<file path="src/rtl/time_counter_24h_pkg.sv">
// Alarm-clock digit limits and BCD time helpers shared by the time counter and display stage.
// No logic of its own; latency and backpressure are not applicable.
// Limits are per BCD digit; 24h validity is checked as a whole time.
package time_counter_24h_pkg;

  localparam logic [3:0] MS_MIN_MAX     = 4'd5;
  localparam logic [3:0] LS_MIN_MAX     = 4'd9;
  localparam logic [3:0] MS_HR_MAX      = 4'd2;
  localparam logic [3:0] LS_HR_MAX      = 4'd9;
  localparam logic [3:0] LS_HR_MAX_AT_2 = 4'd3;

  typedef struct packed {
    logic [3:0] ms_hr;
    logic [3:0] ls_hr;
    logic [3:0] ms_min;
    logic [3:0] ls_min;
  } bcd_time_t;

  // True when every digit is BCD-in-range and the hour is 00..23.
  function automatic logic bcd_time_valid(input bcd_time_t t);
    return (t.ms_hr  <= MS_HR_MAX)  &&
           (t.ls_hr  <= LS_HR_MAX)  &&
           (t.ms_min <= MS_MIN_MAX) &&
           (t.ls_min <= LS_MIN_MAX) &&
           !((t.ms_hr == MS_HR_MAX) && (t.ls_hr > LS_HR_MAX_AT_2));
  endfunction

endpackage

</file>
<file path="src/rtl/time_counter_24h_digit.sv">
// Single BCD digit counter 0..MAX with parallel load and carry-out.
// Latency: value updates one cycle after load/inc_en; carry is combinational from value and inc_en.
// Backpressure: none; load wins over inc_en, reset wins over both.
module bcd_digit_counter
  import time_counter_24h_pkg::*;
#(
  parameter logic [3:0] MAX = LS_MIN_MAX
) (
  input  logic       clk,
  input  logic       reset,
  input  logic       inc_en,
  input  logic       load,
  input  logic [3:0] load_val,
  output logic [3:0] value,
  output logic       carry
);

  assign carry = inc_en && (value == MAX);

  always_ff @(posedge clk) begin
    if (reset) begin
      value <= 4'd0;
    end else if (load) begin
      value <= load_val;
    end else if (inc_en) begin
      value <= (value == MAX) ? 4'd0 : value + 4'd1;
    end
  end

endmodule

</file>
<file path="src/rtl/time_counter_24h.sv">
// 24-hour BCD time-of-day counter with validated parallel load, day-wrap and load-error pulses.
// Latency: one cycle from one_minute/load_new_c to registered outputs.
// Backpressure: none; load beats tick (tick dropped), reset beats everything.
module time_counter_24h
  import time_counter_24h_pkg::*;
(
  input  logic       clk,
  input  logic       reset,
  input  logic       one_minute,
  input  logic       load_new_c,
  input  logic [3:0] new_current_time_ms_hr,
  input  logic [3:0] new_current_time_ls_hr,
  input  logic [3:0] new_current_time_ms_min,
  input  logic [3:0] new_current_time_ls_min,
  output logic [3:0] current_time_ms_hr,
  output logic [3:0] current_time_ls_hr,
  output logic [3:0] current_time_ms_min,
  output logic [3:0] current_time_ls_min,
  output logic       day_wrap,
  output logic       load_err
);

  bcd_time_t new_time;
  logic      load_ok;
  logic      tick_en;
  logic      ls_min_carry;
  logic      min_carry;
  logic      hour_at_23;

  assign new_time = '{ms_hr:  new_current_time_ms_hr,
                      ls_hr:  new_current_time_ls_hr,
                      ms_min: new_current_time_ms_min,
                      ls_min: new_current_time_ls_min};

  assign load_ok = load_new_c && bcd_time_valid(new_time);
  // A tick coinciding with any load request is dropped, even if the load is rejected.
  assign tick_en = one_minute && !load_new_c;

  bcd_digit_counter #(.MAX(LS_MIN_MAX)) u_ls_min (
    .clk      (clk),
    .reset    (reset),
    .inc_en   (tick_en),
    .load     (load_ok),
    .load_val (new_current_time_ls_min),
    .value    (current_time_ls_min),
    .carry    (ls_min_carry)
  );

  bcd_digit_counter #(.MAX(MS_MIN_MAX)) u_ms_min (
    .clk      (clk),
    .reset    (reset),
    .inc_en   (ls_min_carry),
    .load     (load_ok),
    .load_val (new_current_time_ms_min),
    .value    (current_time_ms_min),
    .carry    (min_carry)
  );

  assign hour_at_23 = (current_time_ms_hr == MS_HR_MAX) &&
                      (current_time_ls_hr == LS_HR_MAX_AT_2);

  always_ff @(posedge clk) begin
    if (reset) begin
      current_time_ms_hr <= 4'd0;
      current_time_ls_hr <= 4'd0;
    end else if (load_ok) begin
      current_time_ms_hr <= new_current_time_ms_hr;
      current_time_ls_hr <= new_current_time_ls_hr;
    end else if (min_carry) begin
      if (hour_at_23) begin
        current_time_ms_hr <= 4'd0;
        current_time_ls_hr <= 4'd0;
      end else if (current_time_ls_hr == LS_HR_MAX) begin
        current_time_ms_hr <= current_time_ms_hr + 4'd1;
        current_time_ls_hr <= 4'd0;
      end else begin
        current_time_ls_hr <= current_time_ls_hr + 4'd1;
      end
    end
  end

  always_ff @(posedge clk) begin
    if (reset) begin
      day_wrap <= 1'b0;
      load_err <= 1'b0;
    end else begin
      day_wrap <= min_carry && hour_at_23;
      load_err <= load_new_c && !load_ok;
    end
  end

endmodule

</file>
<file path="config.mk">
export PLATFORM = sky130hd
export DESIGN_NAME = time_counter_24h
export DESIGN_NICKNAME = d
export VERILOG_FILES = /design/src/rtl/time_counter_24h_pkg.sv /design/src/rtl/time_counter_24h_digit.sv /design/src/rtl/time_counter_24h.sv
export SDC_FILE = /design/constraint.sdc
export NUM_CORES = 1
export LEC_CHECK = 0
export BUFFER_PORTS_ARGS = -buffer_cell sky130_fd_sc_hd__clkbuf_2
export CAP_MARGIN = 20
export CORE_MARGIN = 10
export CORE_UTILIZATION = 44
export CTS_CLUSTER_DIAMETER = 100
export CTS_CLUSTER_SIZE = 8
export DETAILED_ROUTE_END_ITERATION = 8
export MAX_ROUTING_LAYER = met4
export PLACE_DENSITY = 0.7
export SETUP_SLACK_MARGIN = 0.4
export SYNTH_ARGS = -nofsm -noshare
export SYNTH_HDL_FRONTEND = slang
export SYNTH_HIERARCHICAL = 1
export SYNTH_SLANG_ARGS = --single-unit
</file>
<file path="constraint.sdc">
create_clock -name clk -period 2.61 [get_ports clk]
set_input_delay 0.3915 -clock clk [delete_from_list [all_inputs] [get_ports clk]]
set_output_delay 0.3915 -clock clk [all_outputs]
set_load 0.01 [all_outputs]
</file>
# == Word level (Yosys, flattened, before mapping) ==
# Cells that the tools add are included.
# totals
ff_bits,18
inputBits,20
output_inout_bits,18
elab_cells,55
# classes
n_addsub,4
n_lt_le_gt_ge,5
n_eq_ne,6
mux,14
reduce_logical,20
# ops
op,count
$mux 4,14
$add 4x1->4 const B,4
$eq 4x2->1 const B,3
$logic_and 1x1->1,12
$eq 4x4->1 const B,2
$le 4x4->1 const B,2
$reduce_bool 2->1,3
$eq 4x3->1 const B,1
$gt 4x2->1 const B,1
$le 4x2->1 const B,1
$le 4x3->1 const B,1
$logic_not 1->1,3
$reduce_bool 3->1,1
$reduce_and 2->1,1

# == Longest topological paths before layout ==
# Gate-level depths: netlist of the first run.
# depth
ltp_word,8
depth_mapped,9
depth_no_buf,9

# == Cells and area by module ==
# Netlist of the first run, hierarchy kept.
# modules_own_cells
mod,instances,cells_per_inst,area_per_inst_um2,seq_area_each_um2
time_counter_24h,1,73,639.4,200.2
bcd_digit_counter (u_ls_min),1,28,245.2,80.1
bcd_digit_counter (u_ms_min),1,26,222.7,80.1

# == Least setup slack after synthesis of the first run ==
# No wires, ideal clock.
# synth_path
kind,input-to-reg
from,in one_minute
to,reg current_time_ls_hr[3]
setup_time_ps,91
arrival_ps,2508
required_time_ps,2519
slack_ps,11
stages,8
n_path_buf,0
cell_sequence,nor2b_1 -> nand2_2 -> nor3_1 -> nand2_2 -> nor4_1 -> inv_1 -> or3_1 -> a311oi_1
# synth_via
elab_chain_len,4
# synth_lines
item,line_no,rtl
start: declaration,time_counter_24h.sv:9,"input logic one_minute,"
$logic_and 1x1->1,time_counter_24h.sv:37,assign tick_en = one_minute && !load_new_c;
$logic_and 1x1->1,time_counter_24h_digit.sv:18,assign carry = inc_en && (value == MAX);
net ls_min_carry,time_counter_24h.sv:26,logic ls_min_carry;
$logic_and 1x1->1,time_counter_24h_digit.sv:18,
net min_carry,time_counter_24h.sv:27,logic min_carry;
$reduce_bool 2->1 (no source line),n/a,
end signal: assignment,time_counter_24h.sv:68,current_time_ls_hr <= new_current_time_ls_hr;
end signal: assignment,time_counter_24h.sv:77,current_time_ls_hr <= current_time_ls_hr + 4'd1;
end: declaration,time_counter_24h.sv:16,"output logic [3:0] current_time_ls_hr,"
# The timed path passes the listed nets, and every way through them passes these cells.
# A chain may end at the register's enable or synchronous reset.

# == Final worst setup path of the first run ==
# layout_path
from,in load_new_c
to,reg current_time_ls_hr[3]
# layout_via
elab_chain_len,5
elab_cells_between_ends,7
cone_classes,mux: 1; reduce/logical: 6
# layout_lines
item,line_no,rtl
start: declaration,time_counter_24h.sv:10,"input logic load_new_c,"
$logic_not 1->1,time_counter_24h.sv:37,
$logic_and 1x1->1,time_counter_24h.sv:37,
net tick_en,time_counter_24h.sv:25,logic tick_en;
$logic_and 1x1->1,time_counter_24h_digit.sv:18,
net ls_min_carry,time_counter_24h.sv:26,
$logic_and 1x1->1,time_counter_24h_digit.sv:18,
net min_carry,time_counter_24h.sv:27,
$reduce_bool 2->1 (no source line),n/a,
# The timed path passes the listed nets, and every way through them passes these cells.

==> impl_metrics.ini, run 1 <==
[critical_path]
cp_top_family = simple AND/OR/NAND/NOR gates
arrival_ps = 2240
start_kind = input port
endpoint_kind = register
slowest_stage = or3_1
worstPathRequired_ps = 2820
cp_num_buf_inv = 2
crit_chain = clkbuf_2 -> nor2b_1 -> nand2_2 -> nor3_2 -> nand2_2 -> nor4_4 -> inv_1 -> or3_1 -> a311oi_1
cpPeakStageDelay_ps = 350
cp_max_fo = 6
worstSetupPathType = input port to register
crit_top_cell = nand2_2

[grt]
antenna_found_initial = 0
grt_pass1_wl_microns = 5090
track_usage_pct = 12.1
grt_max_degree = 20
grt_pass1_vias = 1180
overflow = 0

[sta]
max_freq_mhz = 494
finalSetupViolations = 0
whs_ps = 330
rsz0062_at_grt = no
worst_slew_pin_slew_ps = 435
final.setup.tns_ps = 0
hold_violations = 0
timing.final.crit_share_pct = 77.6
clock_skew_ps = 3.11
finalMaxSlewViolations = 0
relSlewSlack_pct = 71.0
fin_ws_ps = 585
fin_crit_ps = 2030

[power]
vdd_drop_max_mv = 0.252
pwr-share-comb_pct = 11.1
net-switching-power_uw = 133
internal-power_uw = 390
p_sw_share_pct = 25.4
p_per_area_mw_per_mm2 = 378
seq_power_share_pct = 54.8
p_total_uw = 523
pwr-share-clk_pct = 34.1
p_leak_nw = 0.571

[place]
post-place-ws_ps = 260
place_hpwl_microns = 2300
placement.io_buffers = 37
place.gp.congestion = 0.769

[cells_and_area]
layout_common_cells = 37 x clkbuf_2, 18 x dfxtp_1, 11 x inv_1, 11 x nor3_1, 7 x a21oi_1
final_common_cell = clkbuf_2
nets = 191
antenna_cells = 0
areaGrowthSynthToFinish_pct = 25.1
drive_above_1_share_pct = 34.9

[die]
coreArea_sq_mm = 0.00243
num_io_pins = 38
rows = 18
die_y_microns = 70.2
die_area_sq_mm = 0.00492
initial_core_util_pct = 45.5
die_w_microns = 70.2

[detailed_routing]
wl_per_cell_microns = 14.7
ant_nets = 0
drt-total-wl_microns = 2890
dr.pass1.iters = 4
routed_via_density = 5.56
drtIter0Drc = 31
drcViolationCount = 0
dr_total_vias = 1089

[yosys]
synth-edff-count = 0
ys_seq_area_share_pct = 32.5
synthCells = 127
synth_area_sq_mm = 0.00111
syn_avg_cell_area_sq_um = 8.72
synth_cell_types = 47
synth_seq_cells = 18
synth_ff_type = dfxtp_1
syn_nets = 151
async_reset_ff_share_pct = 0
ys_warn_count = 6

[clock_tree]
clkTransAtPathRegs_ps = 110
clock_latency_ps = 300
cts-resized-gates = 0
clock-sinks = 18
numCtsBuffers = 3
post_cts_buffers = 0
postCtsHoldBufs = 0
cts_max_path_buffers = 2
htree_levels = 1
cts_tree = built
cts.root.buffer_cell = clkbuf_4

[flow_run]
cap_violations = 0

[min_path]
holdCritPathClass = input port to register

[status]
run_status = complete, no violations
state kept, by name, summed over array words and instances, names as in the netlist:
name / flops
u_ms_min/value: 4
day_wrap: 1
u_ls_min/value: 4
current_time_ms_hr: 4
current_time_ls_hr: 4
load_err: 1
routing by layer:
metal | vias to the layer above | wire length, microns | global-route usage, %
li1 | 555 | - | -
met1 | 502 | 1340 | 13.3
met2 | 28 | 1370 | 20.4
met3 | 4 | 148 | 4.66
met4 | 0 | 29 | 2.41
met5 | - | 0 | -
synthesized netlist by cell type, drive strengths merged (2+ instances only):
master / count / area (sq um)
dfxtp: 18 / 360
xor2: 3 / 26.3
clkbuf: 2 / 7.51
inv: 13 / 48.8
xnor2: 2 / 17.5
a21oi: 7 / 35.0
a311oi: 5 / 43.8
a211oi: 2 / 15.0
mux2i: 3 / 30.0
nand3: 4 / 25.0
nor2: 3 / 11.3
o21ai: 6 / 30.0
nand2: 7 / 31.3
nand2b: 3 / 21.3
a221oi: 3 / 38.8
ha: 4 / 50.1
nor2b: 3 / 18.8
a22oi: 3 / 22.5
o21a: 2 / 15.0
nor3: 12 / 60.1
nor4: 3 / 31.3
buf: 2 / 8.75
final cells by class:
type / count / area [sq um]
well taps: 30 / 37.5
multi-input cells: 92 / 702
repair buffers: 39 / 200
flip-flops and latches: 18 / 360
inverters: 13 / 48.8
fillers: 233 / 1050
clock buffers: 4 / 36.3
worst reg2reg max path, cell delays in order (launching register included):
cell and delay [ps]:
dfxtp_1 470, nand2_2 110, nor3_2 220, nand2_2 120, nor4_4 270, inv_1 90, or3_1 350, a311oi_1 270
power groups by stage:
| stage | registers, mW | clock network (mW) | logic, mW |
|---|---|---|---|
| finish | 0.287 | 0.178 | 0.0583 |
| detailed placement | 0.293 | 0 | 0.0585 |
| global route | 0.288 | 0.197 | 0.0650 |
| global placement | 0.292 | 0 | 0.0579 |
| CTS | 0.287 | 0.185 | 0.0589 |
| floorplan | 0.294 | 0 | 0.0268 |
per-stage QoR:
| step | std cells | util [%] | instance area [sq um] |
|---|---|---|---|
| after floorplan | 127 | - | 1130 |
| after global placement | 192 | 55.5 | 1350 |
| after detailed placement | 192 | 55.5 | 1350 |
| after CTS | 196 | 56.9 | 1390 |
| after global routing | 196 | 56.9 | 1390 |
| final | 196 | 56.9 | 1390 |
cell families (layout without fill, tap and decap cells):
group	count (synthesis)	after routing	synth area share (%)
AO/OA/AOI/OAI	35	35	24.7
XOR/XNOR	5	5	3.96
adder cells (fa/ha/maj)	4	4	4.52
buffers and inverters	17	56	5.88
flip-flops	18	18	32.5
multiplexers	3	3	2.71
AND/OR/NAND/NOR	45	45	25.7
path summary, 6_finish.rpt:
kind / start / to / slack [ps] / cells after the start
worst max-delay path: load_new_c / current_time_ls_hr[3] / 580 / 9
worst min register to register: current_time_ls_hr[0] / current_time_ls_hr[0] / 570 / 2
worst min-delay path: new_current_time_ms_min[0] / u_ms_min/value[0] / 330 / 3
worst max register to register: u_ls_min/value[0] / current_time_ls_hr[3] / 620 / 7
No activity file was read; power rests on OpenSTA's default activity.
==> run 2: changes to the inputs <==
--- a/config.mk
+++ b/config.mk
@@ -5,10 +5,11 @@
 export SDC_FILE = /design/constraint.sdc
 export NUM_CORES = 1
 export LEC_CHECK = 0
+export ABC_AREA = 1
 export BUFFER_PORTS_ARGS = -buffer_cell sky130_fd_sc_hd__clkbuf_2
 export CAP_MARGIN = 20
 export CORE_MARGIN = 10
-export CORE_UTILIZATION = 44
+export CORE_UTILIZATION = 45
 export CTS_CLUSTER_DIAMETER = 100
 export CTS_CLUSTER_SIZE = 8
 export DETAILED_ROUTE_END_ITERATION = 8
==> constraint.sdc (replaced) <==
create_clock -name clk -period 1.7 [get_ports clk]
set_input_delay 0.255 -clock clk [delete_from_list [all_inputs] [get_ports clk]]
set_output_delay 0.255 -clock clk [all_outputs]
set_load 0.01 [all_outputs]
==> impl_metrics.ini, run 2 <==
[power]
p_leak_nw = 0.936
p_total_uw = 785
p_per_area_mw_per_mm2 = 443
vdd_drop_max_mv = 0.518

[critical_path]
r2r_start = u_ls_min/value[0]
worstSetupPathType = register to register
crit_start = u_ls_min/value[0]
r2r_slack_ps = 170
start_kind = register
r2r_cells = 10
cp-endpoint = u_ms_min/value[2]
arrival_ps = 1780
endpoint_kind = register
worstPathRequired_ps = 1940
r2r-end = u_ms_min/value[2]
cp_max_fo = 6

[detailed_routing]
dr_total_vias = 1446
drt-total-wl_microns = 3960
routed_via_density = 5.07
ant_nets = 0
dr.pass1.iters = 4
wl_per_cell_microns = 13.9
drcViolationCount = 0
drtIter0Drc = 76

[die]
initial_core_util_pct = 48.7
coreArea_sq_mm = 0.00254
rows = 18
die_area_sq_mm = 0.00525
die_w_microns = 72.5
die_y_microns = 72.5
num_io_pins = 38

[place]
placement.io_buffers = 37
place.gp.congestion = 0.881
post-place-ws_ps = 55.6
dpl.cell_count = 270
dpl-instance-area_sq_mm = 0.00158
place_hpwl_microns = 2910

[clock_tree]
numCtsBuffers = 3
cts_max_path_buffers = 2
cts.root.buffer_cell = clkbuf_4
clock_latency_ps = 300
postCtsHoldBufs = 0
htree_levels = 1
clkTransAtPathRegs_ps = 110
cts_tree = built
clock-sinks = 18

[yosys]
yosysTopAreaCell = dfxtp_1
synthTopCellsByArea = dfxtp_1 29%, nand2_1 15%, inv_1 11%
synth_seq_cells = 18
async_reset_ff_share_pct = 0
synthCells = 197
synth_cell_types = 24
syn_nets = 221
synth-edff-count = 0
synth_area_sq_mm = 0.00124
yosysMostFrequentCell = nand2_1
syn_avg_cell_area_sq_um = 6.29
synth_top_area_share_pct = 29.1
ys_top_cells_by_count = 50 x nand2_1, 35 x inv_1, 22 x nor2_1
synth_ff_type = dfxtp_1
ys_warn_count = 6
ys_seq_area_share_pct = 29.1

[sta]
fin_crit_ps = 1530
max_freq_mhz = 652
finalMaxSlewViolations = 0
worst_slew_pin_slew_ps = 292
fin_ws_ps = 167
clock_skew_ps = 2.04
whs_ps = 250
hold_violations = 0
timing.final.crit_share_pct = 90.2
finalSetupViolations = 0
final.setup.tns_ps = 0
relSlewSlack_pct = 80.5
rsz0062_at_grt = yes

[cells_and_area]
final_common_cell = nand2_1
nets = 280
areaGrowthSynthToFinish_pct = 43.0
fill_cells = 241
finalCoreUtilization_pct = 69.7
antenna_cells = 0
fin_area_sq_mm = 0.00177
layout_common_cells = 44 x nand2_1, 35 x clkbuf_2, 30 x inv_1, 18 x nor2_1, 15 x buf_4
drive_above_1_share_pct = 41.2
fin_cells = 285

[grt]
track_usage_pct = 14.5
grt_max_degree = 11
grt_pass1_wl_microns = 6160
overflow = 0
antenna_found_initial = 0
grt_pass1_vias = 1407

[status]
run_status = complete, no violations

[flow_run]
cap_violations = 0

[min_path]
holdCritPathClass = input port to register
[run 2: cells by family (layout without fill, tap and decap cells)]
group / count (synthesis) / count (layout) / share of synthesized area, %
AND/OR/NAND/NOR: 111 / 111 / 41.6
buffers and inverters: 39 / 97 / 12.4
AO/OA/AOI/OAI: 20 / 20 / 9.38
flip-flops: 18 / 18 / 29.1
XOR/XNOR: 5 / 5 / 3.53
adder cells (fa/ha/maj): 4 / 4 / 4.04
[run 2: worst max-delay path: stages (launching register included)]
cell and delay (ps):
dfxtp_4 410, nand2_4 70, nor3_4 240, inv_2 80
buf_4 140, buf_6 110, nor2_4 110, inv_2 40
nor2_1 100, nand2_1 70, a21oi_2 100
[run 2: how the worst min path moves through the flow]
| stage | from | end | depth (start not counted) |
|---|---|---|---|
| 2_1_floorplan | reset | u_ls_min/value[3] | 1 |
| 5_1_grt | reset | u_ms_min/value[3] | 2 |
| 3_3_place_gp | current_time_ms_hr[3] | current_time_ms_hr[3] | 2 |
| 6_report | reset | u_ms_min/value[3] | 2 |
| 3_5_place_dp | current_time_ms_hr[3] | current_time_ms_hr[3] | 2 |
| 4_1_cts | reset | u_ms_min/value[3] | 2 |
[run 2: layout make-up]
class                   count  area [sq um]  area share, %
multi-input cells         140           840           47.4
clock buffers               4          26.3           1.48
inverters                  38           145           8.19
repair buffers             55           347           19.5
flip-flops and latches     18           378           21.3
well taps                  30          37.5           2.12
[run 2: repair_timing]
action / CTS / global route
buffers inserted: 6 / 5
setup endpoints to repair: 10 / 16
pin swaps: 5 / 9
endpoints found under the hold margin: 0 / 0
resized for setup: 5 / 23
[run 2: routing by layer]
metal  vias to the layer above  global-route usage [%]  share of wire, %
met5                         -                       -                 0
met4                         0                    3.16              0.76
met3                         4                    3.40               5.4
met2                        48                    23.4                48
met1                       659                    17.8                46
li1                        735                       -                 -
[run 2: power breakdown]
group | switching [mW] | leakage (nW) | internal (mW)
Combinational | 0.0695 | 0.771 | 0.0482
Clock | 0.145 | 0.0150 | 0.0913
Sequential | 0.00694 | 0.150 | 0.425
Total | 0.221 | 0.936 | 0.564
